$ cat config.mk
export PLATFORM = sky130hd
export DESIGN_NAME = uart_tx
export DESIGN_NICKNAME = d
export VERILOG_FILES = /design/src/rtl/uart_pkg.sv /design/src/rtl/uart_baud_cnt.sv /design/src/rtl/uart_tx.sv
export SDC_FILE = /design/constraint.sdc
export NUM_CORES = 1
export LEC_CHECK = 0
export ABC_AREA = 1
export BUFFER_PORTS_ARGS = -buffer_cell sky130_fd_sc_hd__buf_2
export CAP_MARGIN = 5
export CORE_ASPECT_RATIO = 0.75
export CORE_MARGIN = 2
export CORE_UTILIZATION = 45
export DETAILED_ROUTE_END_ITERATION = 8
export PLACE_DENSITY_LB_ADDON = 0.3
export SYNTH_ARGS = -nofsm -noshare
export SYNTH_HDL_FRONTEND = slang
export SYNTH_SLANG_ARGS = --single-unit
$ cat constraint.sdc
create_clock -name clk -period 2.03 [get_ports clk]
set_input_delay 0.1015 -clock clk [delete_from_list [all_inputs] [get_ports clk]]
set_output_delay 0.1015 -clock clk [all_outputs]
set_load 0.03 [all_outputs]
$ cat src/rtl/uart_pkg.sv
`default_nettype none
// ============================================================================
// Module      : uart_pkg
// Description : Shared types and defaults for the UART transmit/receive pair.
// Revision    : 1.0 - initial release
// ============================================================================
package uart_pkg;

  // 100 MHz system clock at 115200 baud
  localparam int CLKS_PER_BIT_DEF = 868;
  localparam int DATA_BITS_DEF    = 8;

  // Transmitter frame phases
  typedef enum logic [2:0] {
    IDLE   = 3'd0,
    START  = 3'd1,
    DATA   = 3'd2,
    PARITY = 3'd3,
    STOP   = 3'd4
  } uart_tx_state_e;

endpackage
`default_nettype wire

$ cat src/rtl/uart_baud_cnt.sv
`default_nettype none
// ============================================================================
// Module      : uart_baud_cnt
// Description : Bit-period counter. Counts 0..CLKS_PER_BIT-1 while enabled,
//               wraps to 0 and flags bit_end in the last cycle of each bit.
//               A clear restarts the bit period from cycle 0.
// Revision    : 1.0 - initial release
// ============================================================================
module uart_baud_cnt
  import uart_pkg::*;
#(
  parameter int CLKS_PER_BIT = CLKS_PER_BIT_DEF
) (
  input  logic clk,
  input  logic rst_n,
  input  logic clear,
  input  logic enable,
  output logic bit_end
);

  localparam int                CNT_W    = (CLKS_PER_BIT > 2) ? $clog2(CLKS_PER_BIT) : 1;
  localparam logic [CNT_W-1:0]  CNT_LAST = CNT_W'(CLKS_PER_BIT - 1);

  logic [CNT_W-1:0] bit_cnt_clk;

  // Last cycle of the current bit period
  assign bit_end = enable && (bit_cnt_clk == CNT_LAST);

  // Cycle counter within a bit, explicit wrap at bit end
  always_ff @(posedge clk or negedge rst_n) begin
    if (!rst_n) begin
      bit_cnt_clk <= '0;
    end else if (clear) begin
      bit_cnt_clk <= '0;
    end else if (bit_end) begin
      bit_cnt_clk <= '0;
    end else if (enable) begin
      bit_cnt_clk <= bit_cnt_clk + 1'b1;
    end
  end

endmodule
`default_nettype wire

$ cat src/rtl/uart_tx.sv
`default_nettype none
// ============================================================================
// Module      : uart_tx
// Description : UART serial transmitter. Pops bytes from a show-ahead FIFO and
//               sends start bit, DATA_BITS LSB-first, optional parity and
//               STOP_BITS stop bits on a registered tx line. A byte waiting at
//               the end of the last stop bit is popped in that same cycle so
//               consecutive frames run with no idle gap.
// Revision    : 1.0 - initial release
// ============================================================================
module uart_tx
  import uart_pkg::*;
#(
  parameter int CLKS_PER_BIT = CLKS_PER_BIT_DEF,
  parameter int DATA_BITS    = DATA_BITS_DEF,
  parameter int PARITY_EN    = 0,
  parameter int PARITY_ODD   = 0,
  parameter int STOP_BITS    = 1
) (
  input  logic                 clk,
  input  logic                 rst_n,
  input  logic                 fifo_empty,
  input  logic [DATA_BITS-1:0] fifo_rd_data,
  output logic                 fifo_rd_en,
  output logic                 tx,
  output logic                 busy,
  output logic                 tx_done
);

  localparam int               IDX_W         = $clog2(DATA_BITS + 1);
  localparam logic [IDX_W-1:0] LAST_DATA_IDX = IDX_W'(DATA_BITS - 1);
  localparam logic [IDX_W-1:0] LAST_STOP_IDX = IDX_W'(STOP_BITS - 1);
  localparam logic             PARITY_INIT   = (PARITY_ODD != 0);

  uart_tx_state_e       state;
  uart_tx_state_e       state_next;
  logic [DATA_BITS-1:0] shift_reg;
  logic [DATA_BITS-1:0] shift_next;
  logic                 parity_bit;
  logic                 parity_next;
  logic                 busy_next;
  logic                 tx_next;
  logic [IDX_W-1:0]     bit_idx;
  logic [IDX_W-1:0]     bit_idx_next;
  logic                 bit_end;
  logic                 last_stop;

  // Bit timing runs in every phase except IDLE; a pop restarts the period
  uart_baud_cnt #(
    .CLKS_PER_BIT(CLKS_PER_BIT)
  ) u_baud_cnt (
    .clk    (clk),
    .rst_n  (rst_n),
    .clear  (fifo_rd_en),
    .enable (state != IDLE),
    .bit_end(bit_end)
  );

  // Final cycle of the final stop bit: the only in-frame pop opportunity
  assign last_stop = (state == STOP) && bit_end && (bit_idx == LAST_STOP_IDX);

  // State register
  always_ff @(posedge clk or negedge rst_n) begin
    if (!rst_n) begin
      state <= IDLE;
    end else begin
      state <= state_next;
    end
  end

  // Next-state, datapath next values, pop strobe and done pulse
  always_comb begin
    state_next   = state;
    shift_next   = shift_reg;
    parity_next  = parity_bit;
    busy_next    = busy;
    bit_idx_next = bit_idx;
    fifo_rd_en   = 1'b0;
    tx_done      = 1'b0;
    tx_next      = 1'b1;

    case (state)
      IDLE: begin
        state_next = IDLE;
      end
      START: begin
        if (bit_end) begin
          state_next   = DATA;
          bit_idx_next = '0;
        end
      end
      DATA: begin
        if (bit_end) begin
          shift_next = shift_reg >> 1;
          if (bit_idx == LAST_DATA_IDX) begin
            bit_idx_next = '0;
            state_next   = (PARITY_EN != 0) ? PARITY : STOP;
          end else begin
            bit_idx_next = bit_idx + 1'b1;
          end
        end
      end
      PARITY: begin
        if (bit_end) begin
          state_next   = STOP;
          bit_idx_next = '0;
        end
      end
      STOP: begin
        if (bit_end) begin
          if (bit_idx == LAST_STOP_IDX) begin
            tx_done      = 1'b1;
            bit_idx_next = '0;
            busy_next    = 1'b0;
            state_next   = IDLE;
          end else begin
            bit_idx_next = bit_idx + 1'b1;
          end
        end
      end
      default: begin
        state_next = IDLE;
      end
    endcase

    // Pop overrides the end-of-frame return to IDLE so frames abut.
    // rst_n gates the strobe because IDLE is also the reset state.
    if (rst_n && !fifo_empty && ((state == IDLE) || last_stop)) begin
      fifo_rd_en   = 1'b1;
      shift_next   = fifo_rd_data;
      parity_next  = (^fifo_rd_data) ^ PARITY_INIT;
      busy_next    = 1'b1;
      bit_idx_next = '0;
      state_next   = START;
    end

    // Line level for the coming cycle, registered so tx never glitches
    case (state_next)
      START:   tx_next = 1'b0;
      DATA:    tx_next = shift_next[0];
      PARITY:  tx_next = parity_next;
      default: tx_next = 1'b1;
    endcase
  end

  // Datapath registers: shift register, parity, bit index, busy and tx line
  always_ff @(posedge clk or negedge rst_n) begin
    if (!rst_n) begin
      shift_reg  <= '0;
      parity_bit <= 1'b0;
      bit_idx    <= '0;
      busy       <= 1'b0;
      tx         <= 1'b1;
    end else begin
      shift_reg  <= shift_next;
      parity_bit <= parity_next;
      bit_idx    <= bit_idx_next;
      busy       <= busy_next;
      tx         <= tx_next;
    end
  end

endmodule
`default_nettype wire

# Yosys cells after proc, flatten, opt, wreduce, memory -nomap -nowiden
# Index checks and enable logic that the tools add are counted.
# classes
add_sub_neg	2
mux	31
eq_ne	12
reduce_logical	21
# op_table
operator	n
10-bit 2-to-1 mux	3
4-bit 2-to-1 mux	6
8-bit 2-to-1 mux	3
3-bit 2-to-1 mux	7
3-bit by 2-bit == test with 1-bit output (second input constant)	4
3-bit case mux with 4 select lines	1
4-bit case mux with 3 select lines	1
10-bit by 1-bit adder with 10-bit output (second input constant)	1
10-bit == test (second input constant)	1
1-bit 2-to-1 mux	9
2-bit nonzero test	4
8-bit XOR reduction	1
3-bit by 1-bit == test with 1-bit output (second input constant)	2
3-bit nonzero test	2
1-bit logical AND	5
4-bit by 1-bit adder with 4-bit output (second input constant)	1
4-bit by 3-bit == test with 1-bit output (second input constant)	1
4-bit logical NOT	1
4-bit AND reduction	1
4-bit nonzero test	1
3-bit == test (second input constant)	1
3-bit logical NOT	1
3-bit by 1-bit != test with 1-bit output (second input constant)	1
3-bit by 2-bit != test with 1-bit output (second input constant)	1
other kinds (7)	7
# word_totals
wordCells	74
output_inout_bits	4
inputBits	11
reg_bits	28

# Depth between registers and ports, before layout
# depth
depth_word	9
depth_mapped	12
depth_no_buf	12

# By module
# A second synthesis with hierarchy kept.
# unflattened
cells_unflattened	262
area_unflattened_um2	1946.9
# modules_own_cells
module	area_each_um2	n_inst	seq_area_each_um2	cells_per_inst
uart_tx	1298.7	1	451.7	176
uart_baud_cnt	648.1	1	250.2	86

# Worst setup path before layout
# Ideal clock, no wire load.
# synth_timing
kind	flip-flop to flip-flop
from	register u_baud_cnt.bit_cnt_clk[0]
to	register shift_reg[1]
path_buffers	0
required_ps	1961
t_arrival_ps	1610
synth_period_minus_slack_ps	1679
setup_time_ps	69
path_stages_with_launch	10
slack_ps	351
path_cell_list	dfrtp_1 -> ha_1 -> nand2_1 -> nor2_1 -> nand3_2 -> o21bai_4 -> nand2_2 -> inv_1 -> nand2_1 -> nand3_1
# synth_between
elab_chain_len	8
elab_cells_between_ends	10
classes_between	eq/ne: 1; mux: 1; reduce/logical: 8
# synth_lines
element	line	source
from (decl)	uart_baud_cnt.sv:24	logic [CNT_W-1:0] bit_cnt_clk;
from (signal assigned)	uart_baud_cnt.sv:38	bit_cnt_clk <= bit_cnt_clk + 1'b1;
10-bit == test (*)	uart_baud_cnt.sv:27	assign bit_end = enable && (bit_cnt_clk == CNT_LAST);
1-bit logical AND (*)	uart_baud_cnt.sv:27	
1-bit logical AND (2 in a row)	uart_tx.sv:60	assign last_stop = (state == STOP) && bit_end && (bit_idx == LAST_STOP_IDX);
1-bit logical OR	uart_tx.sv:128	if (rst_n && !fifo_empty && ((state == IDLE) || last_stop)) begin
1-bit logical AND	uart_tx.sv:128	
2-bit nonzero test (no line)	n/a	
2-bit AND reduction (no line)	n/a	
to (signal assigned)	uart_tx.sv:155	shift_reg <= shift_next;
to (decl)	uart_tx.sv:37	logic [DATA_BITS-1:0] shift_reg;
# Mark *: on every way between the ends. The rest lies on a longest branch, timed or not.
# A chain may end at the register's enable or synchronous reset.

# Final worst setup path
# layout_timing
from	register bit_idx[0]
to	output port fifo_rd_en
# layout_between
elab_chain_len	5
# layout_lines
element	line	source
from (decl)	uart_tx.sv:43	logic [IDX_W-1:0] bit_idx;
from (signal assigned)	uart_tx.sv:157	bit_idx <= bit_idx_next;
4-bit logical NOT	uart_tx.sv:60	
1-bit logical AND	uart_tx.sv:60	
1-bit logical OR	uart_tx.sv:128	
1-bit logical AND	uart_tx.sv:128	
1-bit 2-to-1 mux	uart_tx.sv:128	
to (decl)	uart_tx.sv:24	output logic fifo_rd_en,
# Every way passes these cells.

==> flow_summary_export.csv <==
group,metric,value,unit
routing,drt.antenna.violating_nets,0,
logic_synthesis,mean_area_per_synthesized_cell,7.57,um^2
sta,report.final.setup_viol,0,
logic_synthesis,synth-seq-area-share,40.5,%
layout,ant_diodes,0,
sta,worst_slack,0.125,ns
global_routing,met1_track_demand_over_resource_in_global_routing,31.5,%
routing,post-route-drc-count,0,
logic_synthesis,synthesis.yosys.warnings,0,
logic_synthesis,syn_inst,229,
worst_setup_path,crit_path_start_kind,"flop",
layout,largest_reg_flops,10,
global_routing,grt.met2_usage,26.1,%
worst_setup_path,critical_path.max_fanout,10,
logic_synthesis,synthMostInstantiatedCell,"sky130_fd_sc_hd__nand2_1",
layout,area_growth,15.9,%
worst_setup_path,worst_ep_required_time,1.93,ns
routing,drt_first_pass_iters,4,
global_routing,grt_max_degree,29,
sta,worst_slew_pin_slew,0.423,ns
clocking,worst_skew_pair_later_pin_latency,0.28,ns
worst_setup_path,r2r_slack,0.27,ns
worst_setup_path,worstSetupPathType,"flop to primary output",
power_and_ir_drop,pwr_density_cell,528,nW/um^2
worst_setup_path,worst_ep_arrival_time,1.80,ns
sta,period_share,93.8,%
routing,detail_route.vias_per_cell,5.24,
worst_setup_path,critical_path.reg2reg.endpoint,"bit_idx[1]",
global_routing,grt_antenna_before_repair,0,
sta,relSlewSlack,71.8,%
place,placement.setup.worst_slack,0.235,ns
sta,finalMaxSlewViolations,0,
sta,setup_tns,0,ns
floorplan,core_region_area,3680,um^2
logic_synthesis,synth_common_cells,"50 x sky130_fd_sc_hd__nand2_1, 43 x sky130_fd_sc_hd__nand3_1, 27 x sky130_fd_sc_hd__dfrtp_1, 27 x sky130_fd_sc_hd__nor2_1, 18 x sky130_fd_sc_hd__inv_1",
power_and_ir_drop,irDropWorstVdd,0.000300,V
place,post-dp-hpwl,2900,um
outcome,run_status,"complete, no violations",
worst_setup_path,critical_path.endpoint_type,"primary output",
logic_synthesis,synth.ff_latch_count,28,
sta,grt_setup_unrepaired,"false",
routing,drt_total_wl,3910,um
clocking,cts_max_path_buffers,2,
layout,final_nets,269,
logic_synthesis,synthDominantAreaCellType,"sky130_fd_sc_hd__dfrtp_1",
clocking,depth_of_the_cts_h_tree,1,
run,drv_cap,0,
floorplan,die_y,57.8,um
sta,fmaxAchievable,525,MHz
logic_synthesis,synth_fp_nets,243,
routing,drt-wirelength-per-cell,12.8,um
logic_synthesis,synth_top_area_share,39.0,%
logic_synthesis,edff_count_synth,0,
logic_synthesis,synth_async_sr_flop_share,100,%
global_routing,busiest_layer,"met1",
clocking,cts_tree,"done",
floorplan,design.die.area,4370,um^2
clocking,clock_tree.root_cell,"sky130_fd_sc_hd__clkbuf_8",
global_routing,vias_in_the_first_global_route,1380,
routing,drc_violation_total_after_the_first_tritonroute_iteration,195,
worst_setup_path,r2r_start,"u_baud_cnt.bit_cnt_clk[0]",
routing,via_count,1604,
sta,period_needed,1.90,ns
floorplan,chipWidth,75.7,um
floorplan,rows,19,
sta,fin_hold_ws,0.0504,ns
sta,clock_skew,0.00280,ns
place,port-buffer-count,14,
sta,report.final.hold_viol_count,0,
logic_synthesis,synthesis.area,1730,um^2
logic_synthesis,ys.flop_type,"sky130_fd_sc_hd__dfrtp_1",
global_routing,gr-total-overflow,0,
worst_hold_path,min_delay_path_depth,3,
global_routing,grtUsageMet3,4.17,%
worst_setup_path,timing.reg2reg.worst_path_depth,11,
floorplan,start_util,47.1,%
place,routabilityCongestion,0.962,
logic_synthesis,yosys.cell_types.count,30,
floorplan,ios,15,
worst_hold_path,whs_endpoint,"shift_reg[7]",
worst_hold_path,min_from,"fifo_rd_data[7]",
layout,final_util,54.6,%
global_routing,global_route_wire_length_before_repair,6420,um
global_routing,grtUsageTotal,19.3,%
layout,post_route_cells_drive_above_1_share,19.3,%
clocking,cts_inserted_buffers,3,
power_and_ir_drop,power_leakage,0.997,nW
worst_hold_path,worst_hold_check_path_type,"input port to flop",
logic_synthesis,synth.top_cells.by_area,"sky130_fd_sc_hd__dfrtp_1 39%, sky130_fd_sc_hd__nand3_1 12%, sky130_fd_sc_hd__nand2_1 11%",
clocking,cts.reportedPaths.clkPinSlew,0.10,ns
clocking,clock-sinks,28,
## placed cells by master, fill, tap and decap left out, types with 3 or more instances in the layout
master,instances
sky130_fd_sc_hd__a21oi_1,6
sky130_fd_sc_hd__buf_2,12
sky130_fd_sc_hd__buf_4,9
sky130_fd_sc_hd__clkbuf_8,3
sky130_fd_sc_hd__dfrtp_1,26
sky130_fd_sc_hd__ha_1,3
sky130_fd_sc_hd__inv_1,17
sky130_fd_sc_hd__inv_2,3
sky130_fd_sc_hd__nand2_1,50
sky130_fd_sc_hd__nand2_2,3
sky130_fd_sc_hd__nand3_1,43
sky130_fd_sc_hd__nand4_1,5
sky130_fd_sc_hd__nor2_1,26
sky130_fd_sc_hd__nor2_2,5
sky130_fd_sc_hd__o21ai_0,8
sky130_fd_sc_hd__xnor2_1,6
sky130_fd_sc_hd__xor2_1,6
## repair_timing
action | CTS | global route
gates resized for setup | 1 | 7
endpoints found under the setup margin | 1 | 2
pin swaps | 1 | 3
setup buffers | 1 | 1
hold buffers | 1 | 0
hold endpoints to repair | 27 | 0
## cell families (layout without fill, tap and decap cells)
| logic type | count (synthesis) | in the layout | share of synthesized area [%] |
|---|---|---|---|
| adder cells (fa/ha/maj) | 3 | 3 | 2.16 |
| flip-flops | 28 | 28 | 40.5 |
| XOR/XNOR | 12 | 12 | 6.06 |
| AND/OR/NAND/NOR | 142 | 142 | 38.1 |
| AO/OA/AOI/OAI | 21 | 21 | 7.72 |
| buffers and inverters | 23 | 48 | 5.48 |
## worst max-delay path by stage
stage	cells after the start	start	slack, ns	endpoint
2_1_floorplan	9	u_baud_cnt.bit_cnt_clk[0]	0.35	shift_reg[1]
3_3_place_gp	7	bit_idx[0]	0.31	fifo_rd_en
3_5_place_dp	7	bit_idx[0]	0.24	fifo_rd_en
4_1_cts	6	state[0]	0.03	fifo_rd_en
6_report	7	bit_idx[0]	0.13	fifo_rd_en
5_1_grt	8	u_baud_cnt.bit_cnt_clk[0]	0.01	fifo_rd_en
## worst max-delay path, stage by stage (launching register included)
cell and delay, ns:
sky130_fd_sc_hd__dfrtp_1 0.42, sky130_fd_sc_hd__inv_1 0.09, sky130_fd_sc_hd__ha_1 0.16, sky130_fd_sc_hd__nand4_1 0.21
sky130_fd_sc_hd__o21bai_4 0.22, sky130_fd_sc_hd__nand2_4 0.12, sky130_fd_sc_hd__inv_4 0.11, sky130_fd_sc_hd__clkbuf_4 0.19
## final cells by class
| type | instances | area [um^2] |
|---|---|---|
| fill | 328 | 1670 |
| multi-input combinational | 178 | 945 |
| sequential | 28 | 703 |
| timing repair buffer | 23 | 145 |
| inverter | 21 | 81.3 |
| tap | 52 | 65.1 |
| clock buffer | 3 | 41.3 |
| clock inverter | 1 | 30.0 |
## through the flow
stage | power [mW] | instances | instance area, um^2
floorplan | 0.592 | 229 | 1730
global placement | 0.621 | 299 | 1900
detailed placement | 0.621 | 299 | 1900
CTS | 1.08 | 305 | 1990
global route | 1.09 | 306 | 2010
finish | 1.06 | 306 | 2010
## report_power, final
part | internal, mW | leakage, nW | switching [mW]
logic | 0.0240 | 0.651 | 0.0291
clock network | 0.264 | 0.0357 | 0.186
registers | 0.557 | 0.311 | 0
total | 0.846 | 0.997 | 0.215
## routing by layer
metal,up-vias,part of all wire [%]
met5,-,0
met2,42,41
met3,5,5.3
met4,0,0.69
met1,755,53
li1,802,-
No activity file was read; power rests on OpenSTA's default activity.
